$ cat config.mk
export PLATFORM = sky130hd
export DESIGN_NAME = zone_mean_calc
export DESIGN_NICKNAME = d
export VERILOG_FILES = /design/src/rtl/zone_pkg.sv /design/src/rtl/zone_scaler.sv /design/src/rtl/zone_mean_calc.sv
export SDC_FILE = /design/constraint.sdc
export NUM_CORES = 2
export LEC_CHECK = 0
export CORE_MARGIN = 1
export CORE_UTILIZATION = 27
export DETAILED_ROUTE_END_ITERATION = 7
export GPL_TIMING_DRIVEN = 0
export SYNTH_ARGS = -nofsm -noshare
export SYNTH_HDL_FRONTEND = slang
export SYNTH_SLANG_ARGS = --single-unit
$ cat constraint.sdc
create_clock -name clk -period 64.2 [get_ports clk]
set_input_delay 12.84 -clock clk [delete_from_list [all_inputs] [get_ports clk]]
set_output_delay 12.84 -clock clk [all_outputs]
set_load 0.03 [all_outputs]
$ cat src/rtl/zone_pkg.sv
// Shared state encoding, fixed widths and sizing helpers for the zone-mean path.
// Geometry defaults describe the 1080p / 8x5 grid; derived values are recomputed per instance.
package zone_pkg;

  localparam int IMG_W_DEF     = 1920;
  localparam int IMG_H_DEF     = 1080;
  localparam int ZONE_COLS_DEF = 8;
  localparam int ZONE_ROWS_DEF = 5;

  // Reciprocal is a Q0.RS fraction; one extra bit keeps 2^RS representable for 1-pixel zones.
  localparam int RS      = 32;
  localparam int RECIP_W = RS + 1;
  localparam int IDX_W   = 6;

  typedef enum logic [1:0] {
    WAIT_VS,
    ACCUM,
    SCALE,
    DUMP
  } state_t;

  function automatic int cnt_w(input int n);
    return (n > 1) ? $clog2(n) : 1;
  endfunction

  function automatic int calc_sum_w(input int zone_w, input int zone_h);
    return $clog2(zone_w * zone_h * 255 + 1);
  endfunction

  function automatic logic [RECIP_W-1:0] calc_recip(input int area);
    logic [63:0] num;
    num = (64'd1 << RS) + 64'(area / 2);
    return RECIP_W'(num / 64'(area));
  endfunction

endpackage

$ cat src/rtl/zone_scaler.sv
// Two-stage sum-to-mean scaler: multiply by the zone reciprocal, then round and saturate to 8 bits.
// Carries the column tag alongside the data so the caller knows where each result belongs.
module zone_scaler
  import zone_pkg::*;
#(
  parameter int                 SUM_W = 24,
  parameter int                 COL_W = 3,
  parameter logic [RECIP_W-1:0] RECIP = calc_recip(51840)
) (
  input  logic             clk,
  input  logic             rst,
  input  logic             in_valid,
  input  logic [COL_W-1:0] in_col,
  input  logic [SUM_W-1:0] in_sum,
  output logic             out_valid,
  output logic [COL_W-1:0] out_col,
  output logic [7:0]       out_mean
);

  localparam int PROD_W = SUM_W + RECIP_W;
  localparam logic [PROD_W:0] RND = (PROD_W + 1)'(1) << (RS - 1);

  logic              v1;
  logic [COL_W-1:0]  col1;
  logic [PROD_W-1:0] prod_q;
  logic [PROD_W:0]   rounded;
  logic [PROD_W:0]   shifted;
  logic [7:0]        mean_sat;

  // NOTE: registered state is written with non-blocking assignments so every flop samples pre-edge values.
  always_ff @(posedge clk or posedge rst) begin
    if (rst) begin
      v1     <= 1'b0;
      col1   <= '0;
      prod_q <= '0;
    end else begin
      v1     <= in_valid;
      col1   <= in_col;
      prod_q <= PROD_W'(in_sum) * PROD_W'(RECIP);
    end
  end

  assign rounded  = {1'b0, prod_q} + RND;
  assign shifted  = rounded >> RS;
  assign mean_sat = (|shifted[PROD_W:8]) ? 8'hFF : shifted[7:0];

  always_ff @(posedge clk or posedge rst) begin
    if (rst) begin
      out_valid <= 1'b0;
      out_col   <= '0;
      out_mean  <= '0;
    end else begin
      out_valid <= v1;
      out_col   <= col1;
      out_mean  <= mean_sat;
    end
  end

endmodule

$ cat src/rtl/zone_mean_calc.sv
// Per-zone average luma: accumulates one zone row at a time, scales it into a mean buffer,
// and emits all zone means as one contiguous burst per frame.
module zone_mean_calc
  import zone_pkg::*;
#(
  parameter int IMG_W     = IMG_W_DEF,
  parameter int IMG_H     = IMG_H_DEF,
  parameter int ZONE_COLS = ZONE_COLS_DEF,
  parameter int ZONE_ROWS = ZONE_ROWS_DEF,
  parameter bit VS_POL    = 1'b1
) (
  input  logic             clk,
  input  logic             rst,
  input  logic             vs_in,
  input  logic             de_in,
  input  logic [7:0]       luma_in,
  output logic             mean_valid,
  output logic [7:0]       mean_out,
  output logic [IDX_W-1:0] zone_idx,
  output logic             frame_err
);

  localparam int ZONE_W  = IMG_W / ZONE_COLS;
  localparam int ZONE_H  = IMG_H / ZONE_ROWS;
  localparam int N_ZONES = ZONE_COLS * ZONE_ROWS;
  localparam int SUM_W   = calc_sum_w(ZONE_W, ZONE_H);
  localparam logic [RECIP_W-1:0] RECIP = calc_recip(ZONE_W * ZONE_H);
  localparam int COL_W = cnt_w(ZONE_COLS);
  localparam int PX_W  = cnt_w(ZONE_W);
  localparam int LY_W  = cnt_w(ZONE_H);
  localparam int ROW_W = cnt_w(ZONE_ROWS);
  localparam int SC_W  = cnt_w(ZONE_COLS + 2);

  state_t state, state_nxt;

  logic             vs_act, vs_prev, de_prev;
  logic             frame_start, de_fall, start_pend, restart;
  logic             pix_ok, row_end, issue, scale_done, dump_done;
  logic [COL_W-1:0] cx, scol;
  logic [PX_W-1:0]  px;
  logic [LY_W-1:0]  ly;
  logic [ROW_W-1:0] row;
  logic             line_done;
  logic [SC_W-1:0]  sc;
  logic [IDX_W-1:0] rd, buf_wr_idx;
  logic [SUM_W-1:0] acc [ZONE_COLS];
  logic [7:0]       mean_buf [N_ZONES];
  logic             sc_valid;
  logic [COL_W-1:0] sc_col;
  logic [7:0]       sc_mean;

  assign vs_act      = (vs_in == VS_POL);
  assign frame_start = vs_act & ~vs_prev;
  assign de_fall     = de_prev & ~de_in;
  assign pix_ok      = (state == ACCUM) && de_in && !line_done;
  assign row_end     = pix_ok && (cx == COL_W'(ZONE_COLS - 1)) && (px == PX_W'(ZONE_W - 1))
                       && (ly == LY_W'(ZONE_H - 1));
  assign issue       = (state == SCALE) && (sc < SC_W'(ZONE_COLS));
  assign scale_done  = (state == SCALE) && (sc == SC_W'(ZONE_COLS + 1));
  assign dump_done   = (state == DUMP) && (rd == IDX_W'(N_ZONES - 1));
  assign scol        = sc[COL_W-1:0];
  assign buf_wr_idx  = IDX_W'(row) * IDX_W'(ZONE_COLS) + IDX_W'(sc_col);
  // A frame start seen during the burst is held and taken once the burst has drained.
  assign restart     = (frame_start && state != DUMP) || (dump_done && (start_pend || frame_start));

  always_ff @(posedge clk or posedge rst) begin
    if (rst) state <= WAIT_VS;
    else     state <= state_nxt;
  end

  // NOTE: next_state gets a default before the case so no path leaves it unassigned (no latch).
  always_comb begin
    state_nxt = state;
    unique case (state)
      WAIT_VS: if (frame_start) state_nxt = ACCUM;
      ACCUM:   if (!frame_start && row_end) state_nxt = SCALE;
      SCALE: begin
        if (frame_start)     state_nxt = ACCUM;
        else if (scale_done) state_nxt = (row == ROW_W'(ZONE_ROWS - 1)) ? DUMP : ACCUM;
      end
      DUMP:    if (dump_done) state_nxt = (start_pend || frame_start) ? ACCUM : WAIT_VS;
      default: state_nxt = WAIT_VS;
    endcase
  end

  always_ff @(posedge clk or posedge rst) begin
    if (rst) begin
      vs_prev    <= 1'b1;
      de_prev    <= 1'b0;
      start_pend <= 1'b0;
      frame_err  <= 1'b0;
      sc         <= '0;
      rd         <= '0;
    end else begin
      vs_prev    <= vs_act;
      de_prev    <= de_in;
      start_pend <= (state == DUMP) && !dump_done && (start_pend || frame_start);
      if (frame_start)                   frame_err <= 1'b0;
      else if (state == SCALE && de_in)  frame_err <= 1'b1;
      sc <= (state == SCALE && state_nxt == SCALE) ? sc + 1'b1 : '0;
      rd <= (state == DUMP && state_nxt == DUMP) ? rd + 1'b1 : '0;
    end
  end

  // Position tracking: px/cx walk the line and stop at IMG_W, ly/row track lines within the frame.
  always_ff @(posedge clk or posedge rst) begin
    if (rst) begin
      cx        <= '0;
      px        <= '0;
      ly        <= '0;
      row       <= '0;
      line_done <= 1'b0;
    end else if (restart) begin
      cx        <= '0;
      px        <= '0;
      ly        <= '0;
      row       <= '0;
      line_done <= 1'b0;
    end else begin
      if (pix_ok) begin
        if (px == PX_W'(ZONE_W - 1)) begin
          px <= '0;
          if (cx == COL_W'(ZONE_COLS - 1)) line_done <= 1'b1;
          else                             cx <= cx + 1'b1;
        end else begin
          px <= px + 1'b1;
        end
      end
      if (de_fall && (state == ACCUM || state == SCALE)) begin
        cx        <= '0;
        px        <= '0;
        line_done <= 1'b0;
        ly        <= (ly == LY_W'(ZONE_H - 1)) ? '0 : ly + 1'b1;
      end
      if (scale_done && row != ROW_W'(ZONE_ROWS - 1)) row <= row + 1'b1;
    end
  end

  always_ff @(posedge clk or posedge rst) begin
    if (rst) begin
      for (int i = 0; i < ZONE_COLS; i++) acc[i] <= '0;
    end else if (restart) begin
      for (int i = 0; i < ZONE_COLS; i++) acc[i] <= '0;
    end else begin
      if (pix_ok) acc[cx] <= acc[cx] + SUM_W'(luma_in);
      if (issue)  acc[scol] <= '0;
    end
  end

  zone_scaler #(
    .SUM_W (SUM_W),
    .COL_W (COL_W),
    .RECIP (RECIP)
  ) u_scaler (
    .clk       (clk),
    .rst       (rst),
    .in_valid  (issue),
    .in_col    (scol),
    .in_sum    (acc[scol]),
    .out_valid (sc_valid),
    .out_col   (sc_col),
    .out_mean  (sc_mean)
  );

  // NOTE: the mean buffer is a small flop array, so it is cleared on reset like any other register.
  always_ff @(posedge clk or posedge rst) begin
    if (rst) begin
      for (int i = 0; i < N_ZONES; i++) mean_buf[i] <= '0;
    end else if (state == SCALE && sc_valid) begin
      mean_buf[buf_wr_idx] <= sc_mean;
    end
  end

  always_ff @(posedge clk or posedge rst) begin
    if (rst) begin
      mean_valid <= 1'b0;
      mean_out   <= '0;
      zone_idx   <= '0;
    end else begin
      mean_valid <= (state == DUMP);
      if (state == DUMP) begin
        mean_out <= mean_buf[rd];
        zone_idx <= rd;
      end
    end
  end

endmodule

==> impl_metrics.tcl <==
set metrics [dict create \
    outcome "finished clean" \
    floorplan.die.height_um 360.3 \
    crit_path_top_delay_cell "sky130_fd_sc_hd__xor2_1" \
    vias 25527 \
    avgSynthCellArea_um2 11.38 \
    nets 3458 \
    io_pins 28 \
    synthTopCellsByArea "sky130_fd_sc_hd__dfrtp_1 43%, sky130_fd_sc_hd__mux2_2 11%, sky130_fd_sc_hd__ha_1 7.9%" \
    skew_ns 0.03617 \
    setup_violations 0 \
    leakage_nw 18.14 \
    list_of_cells_traversed_by_the_critical_path "clkdlybuf4s50_1 -> ha_1 -> fa_1 -> a21o_1 -> a21oi_1 -> o21ai_0 -> and3_1 -> nor4bb_1 -> xor2_1 -> o21ai_0" \
    area_of_the_die_mm2 0.1298 \
    maximum_cell_stage_delay_along_the_critical_path_ns 0.67 \
    die_x_um 360.3 \
    clock_pin_slew_on_the_worst_setup_and_hold_paths_ns 0.07 \
    detail_route.wl_per_cell_um 22.51 \
    sink_count 592 \
    post-synth-top-count-cell "sky130_fd_sc_hd__dfrtp_1" \
    worst-slew-pin-transition_ns 1.288 \
    fin_setup_tns_ns 0 \
    synthesis.area_mm2 0.03466 \
    criticalPathCategory "primary input to flip-flop" \
    critPathMostFrequentCell "sky130_fd_sc_hd__o21ai_0" \
    vias_per_cell 5.267 \
    clock_tree.htree_level_count 2 \
    timing.final.crit_period_ns 15.97 \
    setup_repair_after_global_routing_missed_its_margin "false" \
    finalCoreUtilization_pct 30.79 \
    arrival_ns 16.46 \
    ant_nets 0 \
    yosysTopAreaCell "sky130_fd_sc_hd__dfrtp_1" \
    first_global_vias 25629 \
    hp-start "u_scaler.col1[2]" \
    yosysTopAreaCellShare_pct 42.66 \
    max_cap_violations 0 \
    first_pass_iters 7 \
    drc 0 \
    hold_end "u_scaler.out_col[2]" \
    synth-adder-area-share_pct 13.07 \
    synthArstFlopShare_pct 100.0 \
    layout_worst_path_cycle_share_pct 24.87 \
    wl_met3_um 9652 \
    synthFlopType "sky130_fd_sc_hd__dfrtp_1" \
    synth.net_count 3365 \
    buffer_type_at_the_clock_tree_root "sky130_fd_sc_hd__clkbuf_16" \
    gp_congestion 0.9781 \
    synth_xor_area_share_pct 1.455 \
    detailroute.wirelength.met2_um 47290 \
    timing.hold.worst.class "flip-flop to flip-flop" \
    io_port_bufs 27 \
    dr.first_iter.drc_count 2769 \
    initial_utilization_pct 27.18 \
    critical_path.endpoint_type "flip-flop" \
    synth_seq_area_share_pct 42.74 \
    power.ir.vdd_worst_mv 0.02562 \
    highest_layer "met5" \
    route.layer.met1.wl_um 47330 \
    hold_path_depth 0 \
    globalRouteTotalUtil_pct 16.62 \
    layout-drive-gt1-share_pct 19.28 \
    ys.warnings.count 0 \
    r2r.worst_path.cells 23 \
    grt_first_pass_wirelength_um 164700 \
    cts.path.max_buffers 3 \
    post_cts_hold_buffer_count 0 \
    finalMaxSlewViolations 0 \
    yosysUniqueCellTypes 78 \
    placeableCoreArea_mm2 0.1275 \
    grt_max_degree 132 \
    synth_compound_area_share_pct 8.684 \
    synth_top_cells_by_count "591 x sky130_fd_sc_hd__dfrtp_1, 347 x sky130_fd_sc_hd__mux2_2, 315 x sky130_fd_sc_hd__nand2_1, 218 x sky130_fd_sc_hd__ha_1, 212 x sky130_fd_sc_hd__a21oi_1" \
    totalWireLength_um 109100 \
    top_achievable_clock_speed_ghz 0.06263 \
    cts_post_setup_buffers_inserted 0 \
    synthesis_to_finish_area_growth_pct 13.28 \
    reg2reg_to "u_scaler.prod_q[40]" \
    grt_antenna_before_repair 1 \
    placement_rows 131 \
    r2r_slack_ns 54.63 \
    cp.depth 10 \
    power.density_mw_per_mm2 27.32 \
    yosys_register_bits 592 \
    proportion_of_synthesized_area_in_mux_cells_pct 19.90 \
    cts_buf_count 59 \
    post_cts_resize_count 0 \
    tritoncts "done" \
    hold_viol 0 \
    worstPathBufferInverterCount 1 \
    combinational_family_with_the_most_area_after_synthesis "multiplexers" \
    yosys.area_share.simple_pct 9.875 \
    clock_latency_ns 0.67 \
    rr_startpoint "sc[0]" \
    relSlewSlack_pct 14.12 \
    syn_inst 3045 \
    timing.critical_path.max_delay_family "compound AO/OA/AOI/OAI gates" \
    timing.critical_path.from_type "primary input" \
    fill_cells 12975 \
    crit_path_max_fanout 8 \
    place_hpwl_um 76480 \
    global_route.overflow_total 0 \
    synth_enable_flop_cells 0 \
    cp_data_required_time_ns 64.69 \
]
[worst register-to-register path, stage by stage, from the launching register on]
cell                        delay (ns)
sky130_fd_sc_hd__dfrtp_1          0.76
sky130_fd_sc_hd__clkbuf_1         0.69
sky130_fd_sc_hd__inv_1            0.23
sky130_fd_sc_hd__nor3_1           1.02
sky130_fd_sc_hd__clkbuf_1         0.88
sky130_fd_sc_hd__a22oi_1          0.15
sky130_fd_sc_hd__nand4_1          0.55
sky130_fd_sc_hd__ha_1             0.36
sky130_fd_sc_hd__ha_1             0.31
sky130_fd_sc_hd__fa_1             0.57
sky130_fd_sc_hd__fa_1             0.43
sky130_fd_sc_hd__fa_1             0.49
sky130_fd_sc_hd__inv_1            0.05
sky130_fd_sc_hd__fa_1             0.49
sky130_fd_sc_hd__inv_1            0.05
sky130_fd_sc_hd__ha_1             0.33
sky130_fd_sc_hd__a21oi_1          0.20
sky130_fd_sc_hd__nor2_1           0.05
sky130_fd_sc_hd__a2111oi_0        0.54
sky130_fd_sc_hd__o31a_1           0.22
sky130_fd_sc_hd__o211ai_1         0.23
sky130_fd_sc_hd__a21o_1           0.30
sky130_fd_sc_hd__or4_1            0.50
sky130_fd_sc_hd__nand3_1          0.10
[worst max-delay path by stage]
stage	from	slack, ns	to
after floorplan	rst	34.79	acc[0]
after global placement	rst	27.34	mean_buf[82]
after detailed placement	luma_in[0]	47.69	acc[62]
after CTS	luma_in[0]	48.38	acc[62]
after global routing	luma_in[0]	48.07	acc[158]
final	luma_in[0]	48.23	acc[134]
[layer usage]
layer | GRT usage, % | up-vias
met5 | 0 | -
met4 | 6.402 | 2
met3 | 3.868 | 294
met2 | 25.00 | 1172
met1 | 23.01 | 13016
li1 | - | 11043
[layout make-up]
class | instances | area [µm²] | area share, %
multi-input combinational | 2085 | 18370 | 46.77
sequential | 592 | 14820 | 37.73
tap | 1662 | 2079 | 5.296
clock buffer | 85 | 1724 | 4.391
buffer | 172 | 748.2 | 1.905
inverter | 196 | 743.2 | 1.893
timing repair buffer | 32 | 407.9 | 1.039
clock inverter | 22 | 380.4 | 0.9687
antenna | 1 | 2.502 | 0.006373
[power breakdown]
part	switching, mW	internal [mW]
clock	0.159	0.223
sequential	0.00296	0.376
combinational	0.193	0.119
total	0.355	0.718
[sequential cells by signal, summed over array words and instances, names as in the netlist, 2 cells and up]
register	count
row	3
state	2
u_scaler.prod_q	10
mean_out	8
u_scaler.out_mean	8
cx	3
rd	6
mean_buf	320
acc	192
sc	4
zone_idx	6
u_scaler.out_col	3
u_scaler.col1	3
ly	8
px	8
[stage by stage]
stage / worst slack [ns] / std cells / hold WS [ns] / cell area [µm²] / total power, mW
2_1_floorplan: 34.79 / 3045 / 0.3312 / 34660 / 0.6106
3_3_place_gp: 27.34 / 4734 / 0.3320 / 37010 / 0.6963
3_5_place_dp: 47.69 / 4739 / 0.3364 / 37160 / 0.6990
4_1_cts: 48.38 / 4846 / 0.3103 / 39260 / 1.082
5_1_grt: 48.07 / 4846 / 0.3252 / 39260 / 1.145
6_report: 48.23 / 4847 / 0.3218 / 39270 / 1.073
[cell families after synthesis]
kind of cell    Yosys count
buf+inv                 368
mux                     497
xor+xnor                 52
compound gates          479
simple gates            749
fa+ha+maj               308
flops                   592
[placed cells by master (no fill, tap or decap), types with 9 or more instances in the layout]
cell type                         instances
sky130_fd_sc_hd__and3_1                  18
sky130_fd_sc_hd__dfrtp_1                591
sky130_fd_sc_hd__nand2_1                315
sky130_fd_sc_hd__fa_1                    90
sky130_fd_sc_hd__ha_1                   218
sky130_fd_sc_hd__a22oi_1                104
sky130_fd_sc_hd__o21ai_0                 49
sky130_fd_sc_hd__inv_1                  190
sky130_fd_sc_hd__bufinv_16                9
sky130_fd_sc_hd__mux4_2                 119
sky130_fd_sc_hd__clkbuf_1               151
sky130_fd_sc_hd__a211oi_1                19
sky130_fd_sc_hd__a21oi_1                212
sky130_fd_sc_hd__xor2_1                  22
sky130_fd_sc_hd__a221oi_1                11
sky130_fd_sc_hd__clkbuf_8                15
sky130_fd_sc_hd__nand3_1                 54
sky130_fd_sc_hd__xnor2_1                 25
sky130_fd_sc_hd__mux2i_1                 31
sky130_fd_sc_hd__clkdlybuf4s50_1         27
sky130_fd_sc_hd__clkinv_2                 9
sky130_fd_sc_hd__buf_2                    9
sky130_fd_sc_hd__mux2_2                 347
sky130_fd_sc_hd__nand4_1                 44
sky130_fd_sc_hd__nor2_1                 203
sky130_fd_sc_hd__nor3_1                  20
sky130_fd_sc_hd__clkbuf_16               59
sky130_fd_sc_hd__nor2b_1                 17
sky130_fd_sc_hd__buf_1                    9
sky130_fd_sc_hd__a21o_1                  17
sky130_fd_sc_hd__or3_1                   13
No activity file was read; power rests on OpenSTA's default activity.
